### config.mk
export PLATFORM = sky130hd
export DESIGN_NAME = keycode_action_ctrl
export DESIGN_NICKNAME = d
export VERILOG_FILES = /design/src/rtl/keycode_action_ctrl.sv
export SDC_FILE = /design/constraint.sdc
export NUM_CORES = 1
export LEC_CHECK = 0
export CORE_ASPECT_RATIO = 1.5
export CORE_MARGIN = 4
export CORE_UTILIZATION = 36
export DETAILED_ROUTE_END_ITERATION = 8
export MAX_ROUTING_LAYER = met4
export PLACE_DENSITY = 0.6
export SYNTH_ARGS = -nofsm -noshare
export SYNTH_HDL_FRONTEND = slang
export SYNTH_SLANG_ARGS = --single-unit
### constraint.sdc
create_clock -name Clk -period 1.8 [get_ports Clk]
set_input_delay 0.27 -clock Clk [delete_from_list [all_inputs] [get_ports Clk]]
set_output_delay 0.27 -clock Clk [all_outputs]
set_load 0.05 [all_outputs]
### src/rtl/keycode_action_ctrl.sv
// Scans USB keycode slots and turns W/S/A/D/P/R/Enter into registered action pulses,
// with DAS/ARR auto-repeat for down/left/right and a sticky pause level.
module keycode_action_ctrl #(
    parameter int NUM_SLOTS  = 2,
    parameter int DAS_DELAY  = 16,
    parameter int ARR_PERIOD = 6
) (
    input  logic                   Clk,
    input  logic                   Reset_n,
    input  logic [8*NUM_SLOTS-1:0] keycode,
    input  logic                   tick,
    output logic                   up_p,
    output logic                   down_p,
    output logic                   left_p,
    output logic                   right_p,
    output logic                   pause_p,
    output logic                   resume_p,
    output logic                   enter_p,
    output logic                   paused,
    output logic [6:0]             held,
    output logic [5:0]             dbg_rpt_state
);
    localparam int MAX_CNT = (DAS_DELAY > ARR_PERIOD) ? DAS_DELAY : ARR_PERIOD;
    localparam int CW      = $clog2(MAX_CNT + 1);
    localparam logic [CW-1:0] DAS_LAST = CW'(DAS_DELAY - 1);
    localparam logic [CW-1:0] ARR_LAST = CW'(ARR_PERIOD - 1);

    typedef enum logic [1:0] {
        RPT_IDLE   = 2'd0,
        RPT_DELAY  = 2'd1,
        RPT_REPEAT = 2'd2
    } rpt_state_e;

    // Bit order everywhere: {enter, resume, pause, right, left, down, up}
    logic [6:0] held_now;
    logic [6:0] held_q;
    logic [6:0] press;
    logic [6:0] pulse_q, pulse_d;
    logic       paused_q, paused_d;
    logic       gate;
    logic       lr_conflict;

    // Repeat FSM index 0/1/2 maps to down/left/right (held bits 1/2/3)
    rpt_state_e    state_q [3];
    rpt_state_e    state_d [3];
    logic [CW-1:0] cnt_q   [3];
    logic [CW-1:0] cnt_d   [3];
    logic [2:0]    rpt;

    always_comb begin
        held_now = '0;
        for (int i = 0; i < NUM_SLOTS; i++) begin
            case (keycode[8*i +: 8])
                8'h1A:   held_now[0] = 1'b1;
                8'h16:   held_now[1] = 1'b1;
                8'h04:   held_now[2] = 1'b1;
                8'h07:   held_now[3] = 1'b1;
                8'h13:   held_now[4] = 1'b1;
                8'h15:   held_now[5] = 1'b1;
                8'h28:   held_now[6] = 1'b1;
                default: ;
            endcase
        end
    end

    assign press       = held_now & ~held_q;
    // The pause edge itself already suppresses movement
    assign gate        = paused_q | press[4];
    assign lr_conflict = held_now[2] & held_now[3];

    always_comb begin
        for (int k = 0; k < 3; k++) begin
            state_d[k] = state_q[k];
            cnt_d[k]   = cnt_q[k];
            rpt[k]     = 1'b0;
            if (gate || !held_now[k+1]) begin
                state_d[k] = RPT_IDLE;
                cnt_d[k]   = '0;
            end else if (k != 0 && lr_conflict) begin
                state_d[k] = RPT_DELAY;
                cnt_d[k]   = '0;
            end else begin
                case (state_q[k])
                    RPT_IDLE: begin
                        if (press[k+1]) begin
                            state_d[k] = RPT_DELAY;
                            cnt_d[k]   = '0;
                        end
                    end
                    RPT_DELAY: begin
                        if (tick) begin
                            if (cnt_q[k] == DAS_LAST) begin
                                rpt[k]     = 1'b1;
                                state_d[k] = RPT_REPEAT;
                                cnt_d[k]   = '0;
                            end else begin
                                cnt_d[k] = cnt_q[k] + CW'(1);
                            end
                        end
                    end
                    RPT_REPEAT: begin
                        if (tick) begin
                            if (cnt_q[k] == ARR_LAST) begin
                                rpt[k]   = 1'b1;
                                cnt_d[k] = '0;
                            end else begin
                                cnt_d[k] = cnt_q[k] + CW'(1);
                            end
                        end
                    end
                    default: begin
                        state_d[k] = RPT_IDLE;
                        cnt_d[k]   = '0;
                    end
                endcase
            end
        end
    end

    always_comb begin
        pulse_d[0]   = press[0] & ~gate;
        pulse_d[3:1] = (press[3:1] | rpt) & {3{~gate}};
        pulse_d[6:4] = press[6:4];
        // Pause wins over a coincident resume edge
        if (press[4]) begin
            paused_d = 1'b1;
        end else if (press[5]) begin
            paused_d = 1'b0;
        end else begin
            paused_d = paused_q;
        end
    end

    always_ff @(posedge Clk) begin
        if (!Reset_n) begin
            held_q   <= '0;
            pulse_q  <= '0;
            paused_q <= 1'b0;
            for (int k = 0; k < 3; k++) begin
                state_q[k] <= RPT_IDLE;
                cnt_q[k]   <= '0;
            end
        end else begin
            held_q   <= held_now;
            pulse_q  <= pulse_d;
            paused_q <= paused_d;
            for (int k = 0; k < 3; k++) begin
                state_q[k] <= state_d[k];
                cnt_q[k]   <= cnt_d[k];
            end
        end
    end

    assign up_p          = pulse_q[0];
    assign down_p        = pulse_q[1];
    assign left_p        = pulse_q[2];
    assign right_p       = pulse_q[3];
    assign pause_p       = pulse_q[4];
    assign resume_p      = pulse_q[5];
    assign enter_p       = pulse_q[6];
    assign paused        = paused_q;
    assign held          = held_q;
    assign dbg_rpt_state = {state_q[2], state_q[1], state_q[0]};

endmodule
==> impl_metrics.json <==
{
  "outcome": "finished, final reports clean",
  "drt_iter0_drc": 107,
  "syn_nets": 339,
  "rr_startpoint": "cnt_q[0][1]",
  "synthMuxAreaShare_pct": 2.60,
  "synth.avg_cell_area_um2": 8.42,
  "fillers": 624,
  "wire_per_inst_um": 14.3,
  "synth_top_family_by_area": "simple AND/OR/NAND/NOR gates",
  "grt_usage_pct": 16.5,
  "io_pins": 40,
  "reg2regPathDepth": 8,
  "multi_input_area_mm2": 0.00194,
  "synth_common_cells": "dfxtp_1 (36), nand2_1 (29), inv_1 (28), a21oi_1 (25), ha_1 (23)",
  "firstDrtPassIters": 6,
  "synth-edff-count": 0,
  "netlist.area_leader.share_pct": 28.8,
  "row_count": 36,
  "relSlewSlack_pct": 66.3,
  "nets": 456,
  "period_minus_slack_ns": 1.80,
  "syn_to_final_growth_pct": 56.4,
  "reg2reg_slack_ns": 0.005,
  "core_area_mm2": 0.00662,
  "cp.required_ns": 1.98,
  "top_usage_layer": "met2",
  "netlist_area_mm2": 0.00250,
  "io_buffers": 39,
  "clk_pin_slew_ns": 0.08,
  "synthAdderAreaFrac_pct": 11.5,
  "synth_ff_type": "dfxtp_1",
  "p_leak_nw": 1.51,
  "final_max_slew_viol_count": 0,
  "hp-class": "reg2reg",
  "fp.dieW_um": 76.0,
  "worstMarginPinSlew_ns": 0.504,
  "ys_seq_area_share_pct": 28.8,
  "clockBufferDepth": 2,
  "final.setup_skew_ns": 0.00573,
  "synth_top_cell_by_area": "dfxtp_1",
  "fin_cells": 491,
  "gp_congestion": 0.832,
  "clkSinkCount": 36,
  "critical_path_class": "reg2reg",
  "rsz0062_at_grt": "yes",
  "end_kind": "flip-flop",
  "setup_tns_ns": 0,
  "via_per_inst": 5.41,
  "use_met2_pct": 31.3,
  "finalSetupViolCount": 0,
  "r2r_end": "cnt_q[0][3]",
  "cts_buffers": 5,
  "vias": 2658,
  "yosysMostFrequentCell": "dfxtp_1",
  "grt_pass1_wl_um": 11200,
  "startpoint_type": "flip-flop",
  "grt_max_degree": 12,
  "dp.cells": 478,
  "fin_crit_sh_pct": 99.7,
  "dpl.hpwl_um": 5380,
  "drc_errors": 0,
  "gr-usage-met1_pct": 17.5,
  "ant_nets": 0,
  "power.density_mw_per_mm2": 391,
  "hold_end": "pulse_q[0]",
  "antenna_found_initial": 0,
  "yosys_warnings": 0,
  "die_area_mm2": 0.00837,
  "drive_gt1_share_pct": 38.1,
  "cts_root_buffer": "clkbuf_8",
  "post-layout-total-power_mw": 1.53,
  "async_reset_ff_share_pct": 0,
  "dpl_cell_area_mm2": 0.00350,
  "start_util_pct": 37.8,
  "cts_tree": "built",
  "diodes": 0,
  "critPathArrivalTime_ns": 1.98,
  "ys_seq_elements": 36,
  "yosys.area_share.simple_pct": 30.1,
  "synth_xor_area_share_pct": 0,
  "grt_pass1_vias": 2522,
  "wl_um": 7000,
  "overflow": 0,
  "ir_drop_mv": 0.268,
  "synth.area.top_cells": "dfxtp_1 (29%), ha_1 (12%), a21oi_1 (5.0%)",
  "grtUsageMet3_pct": 2.11,
  "min-delay-start": "held[0]",
  "sequential_cell_area_um2": 748,
  "hold_viol_final": 0,
  "cp_max_fo": 4,
  "fin_area_mm2": 0.00391,
  "die_y_um": 110,
  "synth_compound_gate_area_share_pct": 22.6,
  "max_freq_ghz": 0.557,
  "insertion_delay_ns": 0.29,
  "worst_hold_path.num_cells": 1,
  "drv_cap": 0,
  "cts_max_level": 2,
  "synth.distinct_cells": 52,
  "syn_inst": 297
}
==> critical path, cell delays in order, from the launching register on <==
cell	delay, ns
dfxtp_2	0.36
ha_4	0.14
and3_4	0.20
ha_4	0.14
and3b_2	0.22
a31oi_4	0.23
nor2_2	0.06
a311oi_2	0.24
a21oi_1	0.10
==> kinds of logic after synthesis <==
family / Yosys count
mux: 6
flops: 36
compound gates: 84
buf+inv: 29
fa+ha+maj: 23
simple gates: 119
==> registers in the layout (all words and copies together), names as in the netlist <==
register / flops
cnt_q: 15
held: 7
paused: 1
pulse_q: 7
state_q: 6
==> placed cells by master, fill, tap and decap left out, types with 8 or more instances in the layout <==
cell type	n
a31oi_1	8
o21ai_0	11
nor2_1	11
nand3_1	16
buf_4	77
nand2_1	29
inv_1	28
dfxtp_1	24
clkdlybuf4s50_1	16
a21oi_1	18
ha_1	14
dlymetal6s2s_1	9
nor2b_1	9
==> area by class of cell <==
cell class | instances | area share [%]
flip-flops and latches | 36 | 19.1
clock inverters | 1 | 0.128
clock buffers | 7 | 1.95
well taps | 76 | 2.43
multi-input cells | 232 | 49.6
repair buffers | 111 | 24.0
inverters | 28 | 2.69
==> timing repair <==
item / CTS / global route
hold buffers: 0 / 0
gates cloned: 0 / 0
resized for setup: 34 / 43
endpoints found under the setup margin: 24 / 23
setup buffers: 1 / 4
pin swaps: 10 / 22
==> stage by stage <==
stage	setup slack, ns	utilization, %	hold WS [ns]
after floorplan	-0.0200	-	0.425
after global placement	-0.460	52.9	0.399
after detailed placement	-0.460	52.9	0.404
after CTS	0.00308	55.9	0.414
after global routing	-0.0416	59.1	0.438
final	0.00477	59.1	0.412
==> worst max path at each step <==
stage	startpoint	endpoint	cells past startpoint
after global routing	cnt_q[0][1]	cnt_q[0][3]	8
after floorplan	state_q[0][0]	cnt_q[0][3]	7
final	cnt_q[0][1]	cnt_q[0][3]	8
after global placement	keycode[7]	pulse_q[2]	6
after detailed placement	keycode[7]	pulse_q[2]	6
after CTS	cnt_q[0][10]	cnt_q[0][11]	8
==> metal layers <==
metal  wire length (um)  part of all wire, %  vias up
li1                   -                    -     1337
met5                  0                    0        -
met3                182                  2.6        8
met1               2870                   41     1264
met4                 74                  1.1        0
met2               3880                   55       49
==> power breakdown <==
part	leakage [nW]	internal [mW]	total, mW	switching, mW
Clock	0.0422	0.272	0.576	0.304
Sequential	0.298	0.789	0.790	0.000942
Combinational	1.17	0.0898	0.161	0.0714
Power figures use the tool's default switching activity.
